File: config.mk
export PLATFORM = sky130hd
export DESIGN_NAME = seg_scan_ctrl
export DESIGN_NICKNAME = d
export VERILOG_FILES = /design/src/rtl/seg_scan_ctrl.sv
export SDC_FILE = /design/constraint.sdc
export NUM_CORES = 1
export LEC_CHECK = 0
export BUFFER_PORTS_ARGS = -buffer_cell sky130_fd_sc_hd__buf_2
export CAP_MARGIN = 0
export CELL_PAD_IN_SITES_DETAIL_PLACEMENT = 1
export CELL_PAD_IN_SITES_GLOBAL_PLACEMENT = 2
export CORE_UTILIZATION = 40
export CTS_CLUSTER_DIAMETER = 200
export DETAILED_ROUTE_END_ITERATION = 10
export GPL_TIMING_DRIVEN = 0
export PLACE_DENSITY = 0.95
export SLEW_MARGIN = 30
export SYNTH_ARGS = -nofsm -noshare
export SYNTH_HDL_FRONTEND = slang
export SYNTH_SLANG_ARGS = --single-unit
File: constraint.sdc
create_clock -name clk -period 4.52 [get_ports clk]
set_input_delay 0.678 -clock clk [delete_from_list [all_inputs] [get_ports clk]]
set_output_delay 0.678 -clock clk [all_outputs]
set_load 0.1 [all_outputs]
File: src/rtl/seg_scan_ctrl.sv
// rtl/seg_scan_ctrl.sv - 8-digit common-anode hex display scan controller
// Shadow registers are copied to active only at frame boundaries, so a frame is never torn.
module seg_scan_ctrl #(
  parameter int CLK_DIV = 1000,
  parameter int DEAD    = 1
) (
  input  logic        clk,
  input  logic        rst,
  input  logic        wr_valid,
  output logic        wr_ready,
  input  logic        wr_addr,
  input  logic [31:0] wr_data,
  output logic [7:0]  seg_out,
  output logic [7:0]  an_out,
  output logic        frame_done
);

  localparam int            CW       = $clog2(CLK_DIV);
  localparam logic [CW-1:0] CNT_MAX  = CW'(CLK_DIV - 1);
  localparam logic [CW-1:0] DEAD_CNT = CW'(DEAD);

  logic [CW-1:0] cnt_q, cnt_d;
  logic [2:0]    idx_q, idx_d;
  logic [31:0]   sh_data_q, sh_data_d;
  logic [31:0]   act_data_q, act_data_d;
  // Control is stored as {BLANK[7:0], LZS, EN}
  logic [9:0]    sh_ctrl_q, sh_ctrl_d;
  logic [9:0]    act_ctrl_q, act_ctrl_d;
  logic [7:0]    seg_q, seg_d;
  logic [7:0]    an_q, an_d;
  logic          fd_q, fd_d;

  logic          wr_fire;
  logic          slot_end;
  logic          frame_end;
  logic [3:0]    nib;
  logic [7:0]    zero_from;
  logic          suppressed;

  function automatic logic [7:0] seg_code(input logic [3:0] n);
    case (n)
      4'h0:    seg_code = 8'h03;
      4'h1:    seg_code = 8'h9F;
      4'h2:    seg_code = 8'h25;
      4'h3:    seg_code = 8'h0D;
      4'h4:    seg_code = 8'h99;
      4'h5:    seg_code = 8'h49;
      4'h6:    seg_code = 8'h41;
      4'h7:    seg_code = 8'h1F;
      4'h8:    seg_code = 8'h01;
      4'h9:    seg_code = 8'h09;
      4'hA:    seg_code = 8'h11;
      4'hB:    seg_code = 8'hC1;
      4'hC:    seg_code = 8'h63;
      4'hD:    seg_code = 8'h85;
      4'hE:    seg_code = 8'h61;
      default: seg_code = 8'h71;
    endcase
  endfunction

  assign wr_ready   = ~rst;
  assign wr_fire    = wr_valid & wr_ready;
  assign slot_end   = (cnt_q == CNT_MAX);
  assign frame_end  = slot_end && (idx_q == 3'd7);
  assign nib        = act_data_q[{idx_q, 2'b00} +: 4];

  // zero_from[i] is set when nibbles 7..i of the active value are all zero
  always_comb begin
    zero_from    = '0;
    zero_from[7] = (act_data_q[31:28] == 4'h0);
    for (int i = 6; i >= 0; i--) begin
      zero_from[i] = zero_from[i+1] && (act_data_q[4*i +: 4] == 4'h0);
    end
  end

  assign suppressed = act_ctrl_q[1] && (idx_q != 3'd0) && zero_from[idx_q];

  always_comb begin
    cnt_d      = slot_end ? '0 : cnt_q + CW'(1);
    idx_d      = slot_end ? idx_q + 3'd1 : idx_q;
    sh_data_d  = sh_data_q;
    sh_ctrl_d  = sh_ctrl_q;
    if (wr_fire && !wr_addr) sh_data_d = wr_data;
    if (wr_fire &&  wr_addr) sh_ctrl_d = {wr_data[15:8], wr_data[1:0]};
    // Loading from the _d side lets a write in the boundary cycle land in this frame
    act_data_d = frame_end ? sh_data_d : act_data_q;
    act_ctrl_d = frame_end ? sh_ctrl_d : act_ctrl_q;
    fd_d       = (cnt_d == CNT_MAX) && (idx_d == 3'd7);
    seg_d      = 8'hFF;
    an_d       = 8'hFF;
    if (act_ctrl_q[0] && (cnt_q >= DEAD_CNT)) begin
      seg_d = seg_code(nib);
      if (!act_ctrl_q[2 + idx_q] && !suppressed) an_d = ~(8'b1 << idx_q);
    end
  end

  always_ff @(posedge clk) begin
    if (rst) begin
      cnt_q      <= '0;
      idx_q      <= '0;
      sh_data_q  <= '0;
      act_data_q <= '0;
      sh_ctrl_q  <= '0;
      act_ctrl_q <= '0;
      seg_q      <= 8'hFF;
      an_q       <= 8'hFF;
      fd_q       <= 1'b0;
    end else begin
      cnt_q      <= cnt_d;
      idx_q      <= idx_d;
      sh_data_q  <= sh_data_d;
      act_data_q <= act_data_d;
      sh_ctrl_q  <= sh_ctrl_d;
      act_ctrl_q <= act_ctrl_d;
      seg_q      <= seg_d;
      an_q       <= an_d;
      fd_q       <= fd_d;
    end
  end

  assign seg_out    = seg_q;
  assign an_out     = an_q;
  assign frame_done = fd_q;

endmodule

After elaboration in Yosys (flattened, before gate mapping). Memory sizes are Yosys's and may differ from the RTL's. A register that Yosys moved wholly into a read port is not among the register bits. Index checks and enable logic that the tools add are counted.

$add $sub $neg: 3. Magnitude comparators: 3. Equality and inequality tests: 4. Shift operators: 2. Muxes and demuxes: 8. Bitwise operators: 5. Reduce and logical (&&, ||, !) cells: 29.

Operators with widths (count): $logic_not 4->1 (8); $mux 32 (1); $shiftx 32x6->4 (1); $eq 10x10->1 const B (2); $mux 10 (2); $logic_and 1x1->1 (15); $add 10x1->10 const B (1); $ge 10x1->1 const B (1); $not 8->8 (1); $shl 1x3->8 const A (1); $eq 3x3->1 const B (2); $lt 4x5->1 const B (1); $add 2x3->4 const A (1); $bmux 1 s4 (1); $lt 3x4->1 const B (1); $add 3x1->3 const B (1); $bmux 1 s3 (1); $logic_not 1->1 (3); $mux 3 (1); $not 1->1 (3); $reduce_bool 3->1 (1); $reduce_or 3->1 (1); $mux 1 (2); $reduce_or 2->1 (1); $and 1x1->1 (1).

Bits in registers: 114. Bits in read-only memories: 112. Input port bits: 36. Memories: 1.

Memory list: (no name shown) (depth 16, width 7, rd ports 1, clocked after Yosys merged registers in 1, wr ports 0, RTL line 41) `case (n)`.

Logic depth before layout (Yosys ltp). Gate-level depths: netlist of the first run.

Depth after elaboration: 15. Gate-level depth with buffers: 11. Mapped depth without buffers: 9.

Worst setup path after synthesis of the first run. No wires, ideal clock.

Path kind: input to register. From: input rst. To: register fd_q (netlist: frame_done). Setup time: 0.092 ns. Data arrival time: 2.154 ns. Required time: 4.428 ns. Path slack: 2.274 ns. Stages on the path: 4. Path buffers: 0. Cell sequence: inv_1 -> nand2_4 -> or4_1 -> nor4_1.

RTL lines: start: declaration (RTL line 8) `input logic rst,`; end signal: assignment (RTL line 107) `fd_q <= 1'b0;`; end signal: assignment (RTL line 117) `fd_q <= fd_d;`; end: declaration (RTL line 31) `logic fd_q, fd_d;`.

Worst setup path after layout of the first run.
From: register idx_q[0]. To: register seg_q[7] (netlist: seg_out[7]).

Cells in the longest elaborated chain, start to end: 1.

Ends and longest elaborated chain: start: declaration (RTL line 23) `logic [2:0] idx_q, idx_d;`; start signal: assignment (RTL line 110) `idx_q <= idx_d;`; $shiftx 32x6->4 (RTL line 65) `assign nib = act_data_q[{idx_q, 2'b00} +: 4];`; end: declaration (RTL line 29) `logic [7:0] seg_q, seg_d;`.

Every way passes these cells. A chain may end at the register's enable or synchronous reset.

==> metrics.txt, run 1 <==
# TYPE chip_impl_metric gauge
chip_impl_info{name="library_cell_occupying_the_most_area_in_the_post_synthesis_netlist",value="sky130_fd_sc_hd__dfxtp_1"} 1
chip_impl_metric{name="placer_congestion",unit=""} 0.8563
chip_impl_info{name="synthTopCellsByCount",value="sky130_fd_sc_hd__dfxtp_1, sky130_fd_sc_hd__nor2_1, sky130_fd_sc_hd__mux2i_1, sky130_fd_sc_hd__a211oi_1, sky130_fd_sc_hd__ha_1"} 1
chip_impl_metric{name="grt_max_degree",unit=""} 17
chip_impl_metric{name="timing.final.setup_violations",unit=""} 0
chip_impl_metric{name="post-route-period-util",unit=""} 0.5912
chip_impl_info{name="critPathKind",value="register to register"} 1
chip_impl_info{name="worst_setup_path_end_kind",value="register"} 1
chip_impl_metric{name="critical_path.max_fanout",unit=""} 10
chip_impl_metric{name="post_cts_resize_count",unit=""} 0
chip_impl_metric{name="die_area",unit="um^2"} 12520
chip_impl_metric{name="detail_route.vias_per_cell",unit=""} 5.483
chip_impl_metric{name="period_minus_slack",unit="ns"} 2.672
chip_impl_metric{name="cts.clk_slew.worst_paths",unit="ns"} 0.05
chip_impl_metric{name="max_slew.worst_pin.slew",unit="ns"} 0.6839
chip_impl_metric{name="ir_drop",unit="mV"} 0.2211
chip_impl_metric{name="htreeDepth",unit=""} 4
chip_impl_metric{name="delay_of_the_slowest_critical_path_stage",unit="ns"} 0.47
chip_impl_metric{name="filler_cell_count",unit=""} 1320
chip_impl_metric{name="remaining_drc_errors",unit=""} 4
chip_impl_metric{name="clockBufferDepth",unit=""} 2
chip_impl_info{name="setup.worst_path.start",value="idx_q[0]"} 1
chip_impl_metric{name="cts.sink_count",unit=""} 113
chip_impl_metric{name="pwr_density_cell",unit="nW/um^2"} 418.7
chip_impl_info{name="run_status",value="finished, violations left"} 1
chip_impl_metric{name="ff2ff_path_depth",unit=""} 9
chip_impl_metric{name="die_width",unit="um"} 111.9
chip_impl_metric{name="detailed_place_hpwl",unit="um"} 9398
chip_impl_metric{name="fraction_of_final_layout_cells_sized_beyond_drive_strength_1",unit=""} 0.2011
chip_impl_metric{name="rrSetupSlack",unit="ns"} 1.85
chip_impl_metric{name="worstHoldPathCells",unit=""} 2
chip_impl_metric{name="gr-total-overflow",unit=""} 0
chip_impl_metric{name="initialDrtViolationCount",unit=""} 234
chip_impl_metric{name="io_pins",unit=""} 54
chip_impl_metric{name="power_leakage",unit="nW"} 2.271
chip_impl_metric{name="initial_utilization",unit=""} 0.4161
chip_impl_metric{name="synthesis.nets",unit=""} 537
chip_impl_metric{name="grt_first_pass_wirelength",unit="um"} 21800
chip_impl_metric{name="dp_worst_setup_slack",unit="ns"} 1.837
chip_impl_metric{name="dr_total_vias",unit=""} 3893
chip_impl_metric{name="route.antenna.remaining_nets",unit=""} 0
chip_impl_metric{name="yosysWarnings",unit=""} 0
chip_impl_info{name="crit_path_end",value="seg_out[7]"} 1
chip_impl_metric{name="final_critical_path_setup_slack",unit="ns"} 1.848
chip_impl_info{name="cp_cell_sequence",value="buf_6 -> buf_4 -> mux2_2 -> o22ai_1 -> nor2_1 -> ha_1 -> or3_1 -> o21ai_0 -> o21ai_1"} 1
chip_impl_metric{name="drt-pass1-iter-count",unit=""} 7
chip_impl_info{name="min_path_type",value="register to register"} 1
chip_impl_metric{name="gr_util_all_layers",unit=""} 0.2273
chip_impl_info{name="synth_most_common_cell",value="sky130_fd_sc_hd__dfxtp_1"} 1
chip_impl_metric{name="die-height",unit="um"} 111.9
chip_impl_metric{name="multi_input_area",unit="um^2"} 2355
chip_impl_metric{name="fmax",unit="MHz"} 374.2
chip_impl_info{name="r2r-start",value="idx_q[0]"} 1
chip_impl_metric{name="edff_count_synth",unit=""} 0
chip_impl_info{name="synth_top_cells_by_area",value="sky130_fd_sc_hd__dfxtp_1, sky130_fd_sc_hd__mux2i_1, sky130_fd_sc_hd__nor2_1"} 1
chip_impl_metric{name="drt-total-wl",unit="um"} 13340
chip_impl_metric{name="max_slew_margin",unit=""} 0.5440
chip_impl_info{name="tritoncts",value="built"} 1
chip_impl_metric{name="tns",unit="ns"} 0
chip_impl_info{name="root_buffer",value="sky130_fd_sc_hd__clkbuf_16"} 1
chip_impl_metric{name="synth_largest_type_area_fraction",unit=""} 0.4682
chip_impl_metric{name="num-nets-final",unit=""} 608
chip_impl_metric{name="timing.clock.skew",unit="ns"} 0.007254
chip_impl_metric{name="final_design_area_no_fill",unit="um^2"} 5858
chip_impl_metric{name="final_hold_viol_count",unit=""} 0
chip_impl_metric{name="grt_pass1_vias",unit=""} 4239
chip_impl_metric{name="post_cts.repair.setup_buffers",unit=""} 0
chip_impl_info{name="grt_setup_unrepaired",value="false"} 1
chip_impl_metric{name="synth.yosys.seq_area_share",unit=""} 0.4682
chip_impl_metric{name="async_reset_ff_frac",unit=""} 0
chip_impl_metric{name="register_area",unit="um^2"} 2262
chip_impl_metric{name="worstPathArrival",unit="ns"} 2.93
chip_impl_metric{name="number_of_register_bits_inferred_by_synthesis",unit=""} 113
chip_impl_metric{name="drv.max_cap_violation_count",unit=""} 0
chip_impl_metric{name="synthDistinctLibCells",unit=""} 50
chip_impl_info{name="synth_top_flop_cell",value="sky130_fd_sc_hd__dfxtp_1"} 1
chip_impl_metric{name="flow.area_growth_from_synthesis",unit="%"} 21.23
chip_impl_metric{name="post_synth_inst_count",unit=""} 484
chip_impl_info{name="failed_checks",value="DRC"} 1
chip_impl_metric{name="grt_antenna_before_repair",unit=""} 0
chip_impl_metric{name="timing.final.max_slew_violations",unit=""} 0
chip_impl_info{name="crit_slowest_cell",value="sky130_fd_sc_hd__dfxtp_1"} 1
chip_impl_metric{name="post_synthesis_area_per_instance",unit="um^2"} 9.984
chip_impl_info{name="crit-reg2reg-capture",value="seg_out[7]"} 1
chip_impl_metric{name="numPortBuffers",unit=""} 52
chip_impl_metric{name="worstSkewPairLatency",unit="ns"} 0.42
chip_impl_metric{name="design.core.area",unit="um^2"} 11610
chip_impl_info{name="critical_path.startpoint_type",value="register"} 1
chip_impl_metric{name="hold_buffer_count_at_cts",unit=""} 0
chip_impl_metric{name="power",unit="mW"} 2.453
chip_impl_metric{name="cell_area_placed",unit="um^2"} 5271
chip_impl_metric{name="placement_rows",unit=""} 39
chip_impl_metric{name="num_antenna_cells",unit=""} 0
chip_impl_metric{name="cp.required",unit="ns"} 4.78
chip_impl_metric{name="inserted_clock_buffers",unit=""} 17
chip_impl_metric{name="synth_area",unit="um^2"} 4832
chip_impl_metric{name="drt-wirelength-per-cell",unit="um"} 18.79
[worst min path at each step]
stage | start | endpoint | slack [ns]
3_3_place_gp | sh_data_q[31] | sh_data_q[31] | 0.47
6_report | sh_data_q[16] | sh_data_q[16] | 0.49
2_1_floorplan | cnt_q[0] | cnt_q[0] | 0.46
4_1_cts | sh_data_q[31] | sh_data_q[31] | 0.50
3_5_place_dp | sh_data_q[8] | sh_data_q[8] | 0.49
5_1_grt | sh_data_q[20] | sh_data_q[20] | 0.52
[per-layer routing]
metal,GRT usage,vias up,wire length (um)
li1,-,1855,-
met1,0.2589,1933,5658
met2,0.4062,82,6841
met3,0.05389,23,528
met4,0.09369,0,310
met5,0,-,0
[state kept, by name, indices dropped and copies added, names as in the netlist]
signal      cells
an_out          8
idx_q           3
cnt_q          10
sh_data_q      32
act_ctrl_q     10
seg_out         7
frame_done      1
sh_ctrl_q      10
act_data_q     32
[worst max-delay path, delay by kind of cell (launching register included)]
kind,cells,cell delay [ns]
mux,1,0.35
fa+ha+maj,1,0.26
compound gates,3,0.44
flops,1,0.47
simple gates,2,0.54
buf+inv,2,0.46
[cells in the final DEF, fill, tap and decap left out, types with 3 or more instances in the layout]
cell / instances
sky130_fd_sc_hd__a211oi_1: 42
sky130_fd_sc_hd__a21oi_1: 7
sky130_fd_sc_hd__buf_2: 65
sky130_fd_sc_hd__buf_4: 5
sky130_fd_sc_hd__bufinv_16: 3
sky130_fd_sc_hd__clkbuf_1: 16
sky130_fd_sc_hd__clkbuf_16: 17
sky130_fd_sc_hd__clkinv_2: 3
sky130_fd_sc_hd__clkinvlp_4: 3
sky130_fd_sc_hd__dfxtp_1: 113
sky130_fd_sc_hd__ha_1: 17
sky130_fd_sc_hd__inv_1: 11
sky130_fd_sc_hd__mux2_2: 4
sky130_fd_sc_hd__mux2i_1: 54
sky130_fd_sc_hd__mux4_1: 5
sky130_fd_sc_hd__nand2_1: 8
sky130_fd_sc_hd__nand3_1: 9
sky130_fd_sc_hd__nand4_1: 7
sky130_fd_sc_hd__nor2_1: 107
sky130_fd_sc_hd__nor4_1: 8
sky130_fd_sc_hd__o21ai_0: 5
sky130_fd_sc_hd__o221ai_1: 4
sky130_fd_sc_hd__xnor2_1: 6
sky130_fd_sc_hd__xor2_1: 3
[per-stage QoR]
step / util / hold WS, ns / std cells
after floorplan: - / 0.4558 / 484
after global placement: 0.4539 / 0.4724 / 679
after detailed placement: 0.4539 / 0.4857 / 679
after CTS: 0.5044 / 0.5013 / 710
after global routing: 0.5044 / 0.5181 / 710
final: 0.5044 / 0.4933 / 710
[logic make-up (layout without fill, tap and decap cells)]
logic type / after synthesis / in the layout / share of synthesized area
AOI/OAI and AO/OA: 70 / 70 / 0.1043
xor gates and xnor gates: 9 / 9 / 0.01631
adders and majority gates: 17 / 17 / 0.04402
buffers and inverters: 44 / 127 / 0.04454
DFF: 113 / 113 / 0.4682
muxes: 67 / 67 / 0.1639
other: 1 / 1 / 0.0007761
and+or+nand+nor: 163 / 163 / 0.1580
[cell type report]
| type | count | area share |
|---|---|---|
| Buffer | 33 | 0.02969 |
| Clock buffer | 21 | 0.07689 |
| Clock inverter | 10 | 0.02328 |
| Inverter | 11 | 0.007048 |
| Multi-Input combinational cell | 327 | 0.4020 |
| Sequential cell | 113 | 0.3862 |
| Tap cell | 143 | 0.03054 |
| Timing Repair Buffer | 52 | 0.04443 |
[where the power goes]
part	leakage [nW]	switching, mW	internal (mW)
logic	1.08	0.0646	0.0364
clock network	0.279	0.460	0.873
registers	0.914	0.00628	1.01
Power figures use the tool's default switching activity.
==> run 2: changes to the inputs <==
--- a/config.mk
+++ b/config.mk
@@ -9,11 +9,11 @@
 export CAP_MARGIN = 0
 export CELL_PAD_IN_SITES_DETAIL_PLACEMENT = 1
 export CELL_PAD_IN_SITES_GLOBAL_PLACEMENT = 2
-export CORE_UTILIZATION = 40
+export CORE_UTILIZATION = 37
 export CTS_CLUSTER_DIAMETER = 200
 export DETAILED_ROUTE_END_ITERATION = 10
 export GPL_TIMING_DRIVEN = 0
-export PLACE_DENSITY = 0.95
+export PLACE_DENSITY = 0.9
 export SLEW_MARGIN = 30
 export SYNTH_ARGS = -nofsm -noshare
 export SYNTH_HDL_FRONTEND = slang
==> constraint.sdc (replaced) <==
create_clock -name clk -period 2.5 [get_ports clk]
set_input_delay 0.375 -clock clk [delete_from_list [all_inputs] [get_ports clk]]
set_output_delay 0.375 -clock clk [all_outputs]
set_load 0.1 [all_outputs]
==> run 2 against run 1 <==
  * The flow now finishes without violations
  * Sequential power is 80% higher
  * Final cell count is 4.1% higher
  * Non-clock buffer count stayed put
  * Hold slack worse by 0.28 ns
  * Sequential cell count stayed put
  * Total power is 75% higher
  * First-iteration DRC count is 26% lower
  * Utilization is 3.9 points lower
  * Final area is 0.77% higher
  * Routed wire length is 4.8% lower
  * Die area is 8.0% higher
  * Clock-buffer cell count is 1 higher
  * Critical endpoint unchanged
==> metrics.txt, run 2 (synthesis gave the netlist of run 1 again) <==
# TYPE chip_impl_metric gauge
chip_impl_info{name="run_status",value="completed"} 1
chip_impl_metric{name="io_pins",unit=""} 54
chip_impl_metric{name="timing.final.setup_violations",unit=""} 0
chip_impl_info{name="min_path_type",value="input port to register"} 1
chip_impl_metric{name="initial_utilization",unit=""} 0.3814
chip_impl_metric{name="grt_pass1_vias",unit=""} 4042
chip_impl_metric{name="ir_drop",unit="mV"} 0.4369
chip_impl_metric{name="worstPathArrival",unit="ns"} 2.62
chip_impl_info{name="critPathMostFrequentCell",value="sky130_fd_sc_hd__buf_8"} 1
chip_impl_metric{name="power",unit="mW"} 4.292
chip_impl_metric{name="drt-pass1-iter-count",unit=""} 4
chip_impl_metric{name="htreeDepth",unit=""} 4
chip_impl_metric{name="post-route-period-util",unit=""} 0.9384
chip_impl_metric{name="power_leakage",unit="nW"} 2.271
chip_impl_metric{name="fraction_of_final_layout_cells_sized_beyond_drive_strength_1",unit=""} 0.2187
chip_impl_metric{name="final_critical_path_setup_slack",unit="ns"} 0.1539
chip_impl_metric{name="filler_cell_count",unit=""} 1467
chip_impl_metric{name="grt_max_degree",unit=""} 17
chip_impl_metric{name="power_report.internal_total",unit="mW"} 3.324
chip_impl_metric{name="num_antenna_cells",unit=""} 0
chip_impl_info{name="cp_cell_sequence",value="buf_8 -> buf_8 -> mux2_2 -> o22ai_2 -> nor2_2 -> ha_1 -> or3_1 -> o21ai_0 -> o21ai_1"} 1
chip_impl_metric{name="dr_total_vias",unit=""} 3835
chip_impl_metric{name="detailed_place_hpwl",unit="um"} 9065
chip_impl_metric{name="grt_antenna_before_repair",unit=""} 0
chip_impl_metric{name="worstSkewPairLatency",unit="ns"} 0.43
chip_impl_info{name="largestRegisters",value="act_data_q: 32 flops, sh_data_q: 32 flops"} 1
chip_impl_info{name="grt_setup_unrepaired",value="false"} 1
chip_impl_metric{name="num-nets-final",unit=""} 608
chip_impl_info{name="layout_common_cells",value="sky130_fd_sc_hd__dfxtp_1, sky130_fd_sc_hd__nor2_1, sky130_fd_sc_hd__buf_2, sky130_fd_sc_hd__mux2i_1, sky130_fd_sc_hd__a211oi_1"} 1
chip_impl_metric{name="clockPowerShare",unit=""} 0.529
chip_impl_metric{name="hold_buffer_count_at_cts",unit=""} 0
chip_impl_metric{name="cp.required",unit="ns"} 2.78
chip_impl_metric{name="gr_util_all_layers",unit=""} 0.2071
chip_impl_info{name="critical_path.startpoint_type",value="register"} 1
chip_impl_metric{name="detail_route.vias_per_cell",unit=""} 5.189
chip_impl_info{name="layout_commonest_cell",value="sky130_fd_sc_hd__dfxtp_1"} 1
chip_impl_metric{name="die-height",unit="um"} 116.3
chip_impl_metric{name="final_hold_viol_count",unit=""} 0
chip_impl_metric{name="fmax",unit="MHz"} 426.2
chip_impl_metric{name="placement_rows",unit=""} 41
chip_impl_metric{name="critical_path.max_fanout",unit=""} 10
chip_impl_metric{name="cp_num_buf_inv",unit=""} 2
chip_impl_metric{name="timing.clock.skew",unit="ns"} 0.01376
chip_impl_metric{name="design.core.area",unit="um^2"} 12670
chip_impl_info{name="crit_slowest_cell",value="sky130_fd_sc_hd__dfxtp_4"} 1
chip_impl_metric{name="grt_first_pass_wirelength",unit="um"} 20570
chip_impl_metric{name="max_slew.worst_pin.slew",unit="ns"} 0.7014
chip_impl_metric{name="max_slew_margin",unit=""} 0.5324
chip_impl_metric{name="delay_of_the_slowest_critical_path_stage",unit="ns"} 0.39
chip_impl_metric{name="die_area",unit="um^2"} 13520
chip_impl_metric{name="cts.sink_count",unit=""} 113
chip_impl_metric{name="pwr_density_cell",unit="nW/um^2"} 727.1
chip_impl_info{name="worst_path_dominant_cell_family",value="simple AND/OR/NAND/NOR gates"} 1
chip_impl_info{name="root_buffer",value="sky130_fd_sc_hd__clkbuf_16"} 1
chip_impl_metric{name="cts.clk_slew.worst_paths",unit="ns"} 0.06
chip_impl_info{name="critPathKind",value="register to register"} 1
chip_impl_metric{name="dp_worst_setup_slack",unit="ns"} -0.1434
chip_impl_metric{name="route.antenna.remaining_nets",unit=""} 0
chip_impl_metric{name="clockBufferDepth",unit=""} 2
chip_impl_metric{name="period_minus_slack",unit="ns"} 2.346
chip_impl_metric{name="power.share.switching",unit=""} 0.2255
chip_impl_metric{name="total_switching_power",unit="mW"} 0.9677
chip_impl_metric{name="initialDrtViolationCount",unit=""} 172
chip_impl_metric{name="timing.final.max_slew_violations",unit=""} 0
chip_impl_metric{name="gr-total-overflow",unit=""} 0
chip_impl_metric{name="flop_pwr_share",unit=""} 0.429
chip_impl_info{name="tritoncts",value="built"} 1
chip_impl_metric{name="utilization_after_layout",unit=""} 0.4659
chip_impl_metric{name="numPortBuffers",unit=""} 52
chip_impl_metric{name="placer_congestion",unit=""} 0.8624
chip_impl_metric{name="remaining_drc_errors",unit=""} 0
chip_impl_metric{name="inserted_clock_buffers",unit=""} 17
chip_impl_metric{name="flow.area_growth_from_synthesis",unit="%"} 22.16
chip_impl_metric{name="die_width",unit="um"} 116.3
chip_impl_metric{name="pwr-share-comb",unit=""} 0.042
chip_impl_metric{name="drt-wirelength-per-cell",unit="um"} 17.18
chip_impl_metric{name="tns",unit="ns"} 0
chip_impl_info{name="worst_setup_path_end_kind",value="register"} 1
chip_impl_metric{name="drv.max_cap_violation_count",unit=""} 0
chip_impl_metric{name="drt-total-wl",unit="um"} 12690
[run 2: metrics by stage]
| stage | hold slack [ns] | std cells | instance area [um^2] |
|---|---|---|---|
| after floorplan | 0.4558 | 484 | 4832 |
| after global placement | 0.4724 | 708 | 5308 |
| after detailed placement | 0.4861 | 708 | 5308 |
| after CTS | 0.2150 | 739 | 5887 |
| after global routing | 0.2281 | 739 | 5903 |
| final | 0.2157 | 739 | 5903 |
[run 2: worst paths after layout]
| path | end | slack, ns | depth (start not counted) | start |
|---|---|---|---|---|
| setup / recovery | seg_out[7] | 0.15 | 9 | idx_q[0] |
| hold / removal | sh_data_q[4] | 0.22 | 3 | wr_data[4] |
| setup reg to reg | seg_out[7] | 0.15 | 9 | idx_q[0] |
| hold reg to reg | sh_data_q[4] | 0.49 | 2 | sh_data_q[4] |
[run 2: timing repair]
item | 4_1_cts | 5_1_grt
buffers inserted | 0 | 0
endpoints found under the setup margin | 4 | 10
gates resized for setup | 7 | 6
[run 2: layer usage]
metal | part of all wire | track usage | vias to the layer above
li1 | - | - | 1867
met1 | 0.45 | 0.2378 | 1887
met2 | 0.50 | 0.3570 | 64
met3 | 0.035 | 0.06694 | 17
met4 | 0.017 | 0.08034 | 0
met5 | 0 | 0 | -
[run 2: power by group through the flow]
stage,logic [mW],registers (mW),clock network [mW]
2_1_floorplan,0.113,1.87,0
3_3_place_gp,0.175,1.88,0
6_report,0.181,1.84,2.27
3_5_place_dp,0.180,1.88,0
4_1_cts,0.183,1.84,2.31
5_1_grt,0.199,1.84,2.40
[run 2: worst reg2reg max path, stage by stage (launching register included)]
cell,delay [ns]
sky130_fd_sc_hd__dfxtp_4,0.39
sky130_fd_sc_hd__buf_8,0.17
sky130_fd_sc_hd__buf_8,0.17
sky130_fd_sc_hd__mux2_2,0.35
sky130_fd_sc_hd__o22ai_2,0.21
sky130_fd_sc_hd__nor2_2,0.11
sky130_fd_sc_hd__ha_1,0.24
sky130_fd_sc_hd__or3_1,0.38
sky130_fd_sc_hd__o21ai_0,0.09
sky130_fd_sc_hd__o21ai_1,0.09
[run 2: final cells by class]
type                            count  area, um^2  share of cell area
Multi-Input combinational cell    327        2372              0.4019
Sequential cell                   113        2268              0.3843
Buffer                             33       187.7             0.03179
Timing Repair Buffer               52       260.3             0.04409
Clock buffer                       22       474.2             0.08033
Clock inverter                      9       83.83             0.01420
Inverter                           11       41.29            0.006994
Tap cell                          172       215.2             0.03646
==> run 3: changes to the inputs <==
--- a/config.mk
+++ b/config.mk
@@ -12,7 +12,6 @@
 export CORE_UTILIZATION = 37
 export CTS_CLUSTER_DIAMETER = 200
 export DETAILED_ROUTE_END_ITERATION = 10
-export GPL_TIMING_DRIVEN = 0
 export PLACE_DENSITY = 0.9
 export SLEW_MARGIN = 30
 export SYNTH_ARGS = -nofsm -noshare
==> constraint.sdc (replaced) <==
create_clock -name clk -period 2.5 [get_ports clk]
set_input_delay 0.625 -clock clk [delete_from_list [all_inputs] [get_ports clk]]
set_output_delay 0.625 -clock clk [all_outputs]
set_load 0.1 [all_outputs]
==> run 3 against run 2 <==
  * Maximum frequency grew 4.5%
  * Total power rose by 5.6%
  * Clock skew shrank 0.0069 ns
  * Hold slack gained 0.25 ns
  * Global-route usage decreased by 1.3 points
  * Critical path depth fell by 2
  * Clock-buffer cell count is 4 lower
  * Worst setup slack gained 0.10 ns
==> metrics.txt, run 3 (synthesis gave the netlist of run 1 again) <==
# TYPE chip_impl_metric gauge
chip_impl_info{name="crit_slowest_cell",value="sky130_fd_sc_hd__dfxtp_1"} 1
chip_impl_metric{name="initialDrtViolationCount",unit=""} 147
chip_impl_metric{name="register_area",unit="um^2"} 2265
chip_impl_metric{name="cts.clk_slew.worst_paths",unit="ns"} 0.06
chip_impl_metric{name="power_leakage",unit="nW"} 2.249
chip_impl_metric{name="num_antenna_cells",unit=""} 0
chip_impl_metric{name="clockBufferDepth",unit=""} 2
chip_impl_metric{name="max_slew_margin",unit=""} 0.5406
chip_impl_metric{name="filler_cell_count",unit=""} 1427
chip_impl_info{name="layout_common_cells",value="sky130_fd_sc_hd__dfxtp_1, sky130_fd_sc_hd__nor2_1, sky130_fd_sc_hd__mux2i_1, sky130_fd_sc_hd__buf_2, sky130_fd_sc_hd__a211oi_1"} 1
chip_impl_metric{name="grt_antenna_before_repair",unit=""} 0
chip_impl_metric{name="detail_route.vias_per_cell",unit=""} 5.193
chip_impl_metric{name="dr_total_vias",unit=""} 3744
chip_impl_info{name="largestRegisters",value="act_data_q: 32 flops, sh_data_q: 32 flops"} 1
chip_impl_info{name="worst_setup_path_end_kind",value="register"} 1
chip_impl_metric{name="power.share.switching",unit=""} 0.2280
chip_impl_metric{name="htreeDepth",unit=""} 4
chip_impl_metric{name="die_width",unit="um"} 116.3
chip_impl_metric{name="drt-wirelength-per-cell",unit="um"} 16.60
chip_impl_metric{name="tns",unit="ns"} 0
chip_impl_metric{name="grt_pass1_vias",unit=""} 3887
chip_impl_metric{name="drv.max_cap_violation_count",unit=""} 0
chip_impl_metric{name="gr_util_all_layers",unit=""} 0.1943
chip_impl_metric{name="placement_rows",unit=""} 41
chip_impl_metric{name="flop_pwr_share",unit=""} 0.406
chip_impl_metric{name="worstSkewPairLatency",unit="ns"} 0.43
chip_impl_metric{name="timing.final.max_slew_violations",unit=""} 0
chip_impl_metric{name="hold-worst-slack",unit="ns"} 0.4620
chip_impl_metric{name="post_cts.repair.setup_buffers",unit=""} 0
chip_impl_metric{name="worstPathArrival",unit="ns"} 2.58
chip_impl_metric{name="die_area",unit="um^2"} 13520
chip_impl_info{name="tritoncts",value="built"} 1
chip_impl_metric{name="clockPowerShare",unit=""} 0.555
chip_impl_metric{name="numPortBuffers",unit=""} 52
chip_impl_info{name="root_buffer",value="sky130_fd_sc_hd__clkbuf_16"} 1
chip_impl_metric{name="fraction_of_final_layout_cells_sized_beyond_drive_strength_1",unit=""} 0.2113
chip_impl_metric{name="delay_of_the_slowest_critical_path_stage",unit="ns"} 0.41
chip_impl_info{name="cp_cell_sequence",value="ha_1 -> and4bb_4 -> and2_1 -> and3_2 -> buf_12 -> nor2_1 -> a211oi_1"} 1
chip_impl_metric{name="final_hold_viol_count",unit=""} 0
chip_impl_info{name="critPathKind",value="register to register"} 1
chip_impl_metric{name="io_pins",unit=""} 54
chip_impl_metric{name="pwr_density_cell",unit="nW/um^2"} 767.2
chip_impl_info{name="run_status",value="completed"} 1
chip_impl_metric{name="total_switching_power",unit="mW"} 1.033
chip_impl_metric{name="cp_num_buf_inv",unit=""} 1
chip_impl_metric{name="timing.final.setup_violations",unit=""} 0
chip_impl_info{name="layout_commonest_cell",value="sky130_fd_sc_hd__dfxtp_1"} 1
chip_impl_metric{name="timing.clock.skew",unit="ns"} 0.006884
chip_impl_metric{name="detailed_place_hpwl",unit="um"} 8282
chip_impl_metric{name="die-height",unit="um"} 116.3
chip_impl_metric{name="power_report.internal_total",unit="mW"} 3.500
chip_impl_metric{name="dp_worst_setup_slack",unit="ns"} 0.1594
chip_impl_metric{name="pwr-share-comb",unit=""} 0.038
chip_impl_metric{name="fmax",unit="MHz"} 445.6
chip_impl_metric{name="max_slew.worst_pin.slew",unit="ns"} 0.6891
chip_impl_metric{name="num-nets-final",unit=""} 589
chip_impl_metric{name="final_critical_path_setup_slack",unit="ns"} 0.2556
chip_impl_metric{name="post-route-period-util",unit=""} 0.8978
chip_impl_metric{name="multi_input_area",unit="um^2"} 2361
chip_impl_info{name="min_path_type",value="input port to register"} 1
chip_impl_metric{name="route.antenna.remaining_nets",unit=""} 0
chip_impl_metric{name="drt-pass1-iter-count",unit=""} 4
chip_impl_metric{name="drt-total-wl",unit="um"} 11970
chip_impl_metric{name="design.core.area",unit="um^2"} 12670
chip_impl_metric{name="flow.area_growth_from_synthesis",unit="%"} 22.29
chip_impl_metric{name="initial_utilization",unit=""} 0.3814
chip_impl_metric{name="grt_max_degree",unit=""} 92
chip_impl_metric{name="cts.sink_count",unit=""} 113
chip_impl_metric{name="placer_congestion",unit=""} 0.8544
chip_impl_metric{name="cp.required",unit="ns"} 2.83
chip_impl_metric{name="remaining_drc_errors",unit=""} 0
chip_impl_info{name="grt_setup_unrepaired",value="false"} 1
chip_impl_metric{name="inserted_clock_buffers",unit=""} 17
chip_impl_metric{name="gr-total-overflow",unit=""} 0
chip_impl_metric{name="period_minus_slack",unit="ns"} 2.244
chip_impl_info{name="critical_path.startpoint_type",value="register"} 1
chip_impl_metric{name="ir_drop",unit="mV"} 0.5028
chip_impl_metric{name="grt_first_pass_wirelength",unit="um"} 19590
chip_impl_info{name="worst_path_dominant_cell_family",value="simple AND/OR/NAND/NOR gates"} 1
chip_impl_metric{name="critical_path.max_fanout",unit=""} 42
[run 3: cell types whose count changed in the layout (fill, tap and decap cells not counted), moves of 5 or more]
cell	before	now
sky130_fd_sc_hd__buf_2	65	52
sky130_fd_sc_hd__clkbuf_1	13	0
sky130_fd_sc_hd__buf_4	4	11
sky130_fd_sc_hd__inv_6	0	5
[run 3: worst paths after layout]
kind	depth (start not counted)	endpoint	slack (ns)	from
max	7	act_data_q[6]	0.26	cnt_q[0]
min	3	sh_data_q[2]	0.46	wr_data[2]
max reg2reg	7	act_data_q[6]	0.26	cnt_q[0]
min reg2reg	2	sh_data_q[15]	0.49	sh_data_q[15]
[run 3: through the flow]
step,cells,utilization,power [mW],area [um^2]
floorplan,484,-,1.988,4832
global placement,688,0.4153,2.044,5263
detailed placement,688,0.4153,2.052,5263
CTS,720,0.4640,4.582,5879
global route,721,0.4664,4.673,5909
finish,721,0.4664,4.534,5909
[run 3: final cells by class]
type,instances,area share
inverters,11,0.006987
repair buffers,66,0.06945
clock buffers,18,0.07432
flip-flops and latches,113,0.3832
well taps,172,0.03642
clock inverters,14,0.03007
multi-input cells,327,0.3995
[run 3: tightest hold or removal path, stage by stage]
cell and delay, ns:
sky130_fd_sc_hd__buf_2 0.08, sky130_fd_sc_hd__mux2i_1 0.07, sky130_fd_sc_hd__nor2_1 0.08
[run 3: metal layers]
layer  vias to the layer above  global-route usage  wire length (um)
met1                      1809              0.2197              5172
met2                        82              0.3333              5933
met3                        28             0.05812               539
met5                         -                   0                 0
met4                         0             0.09573               320
li1                       1825                   -                 -
[run 3: power groups by stage]
stage	combinational, mW	clock [mW]	sequential, mW
after global placement	0.164	0	1.88
after global routing	0.192	2.64	1.84
after detailed placement	0.170	0	1.88
after CTS	0.171	2.57	1.84
after floorplan	0.113	0	1.87
final	0.173	2.52	1.84
[run 3: repair_timing]
item | in CTS | in global routing
hold buffers | 0 | 0
hold endpoints to repair | 0 | 0
gates resized for setup | 0 | 2
endpoints found under the setup margin | 0 | 1
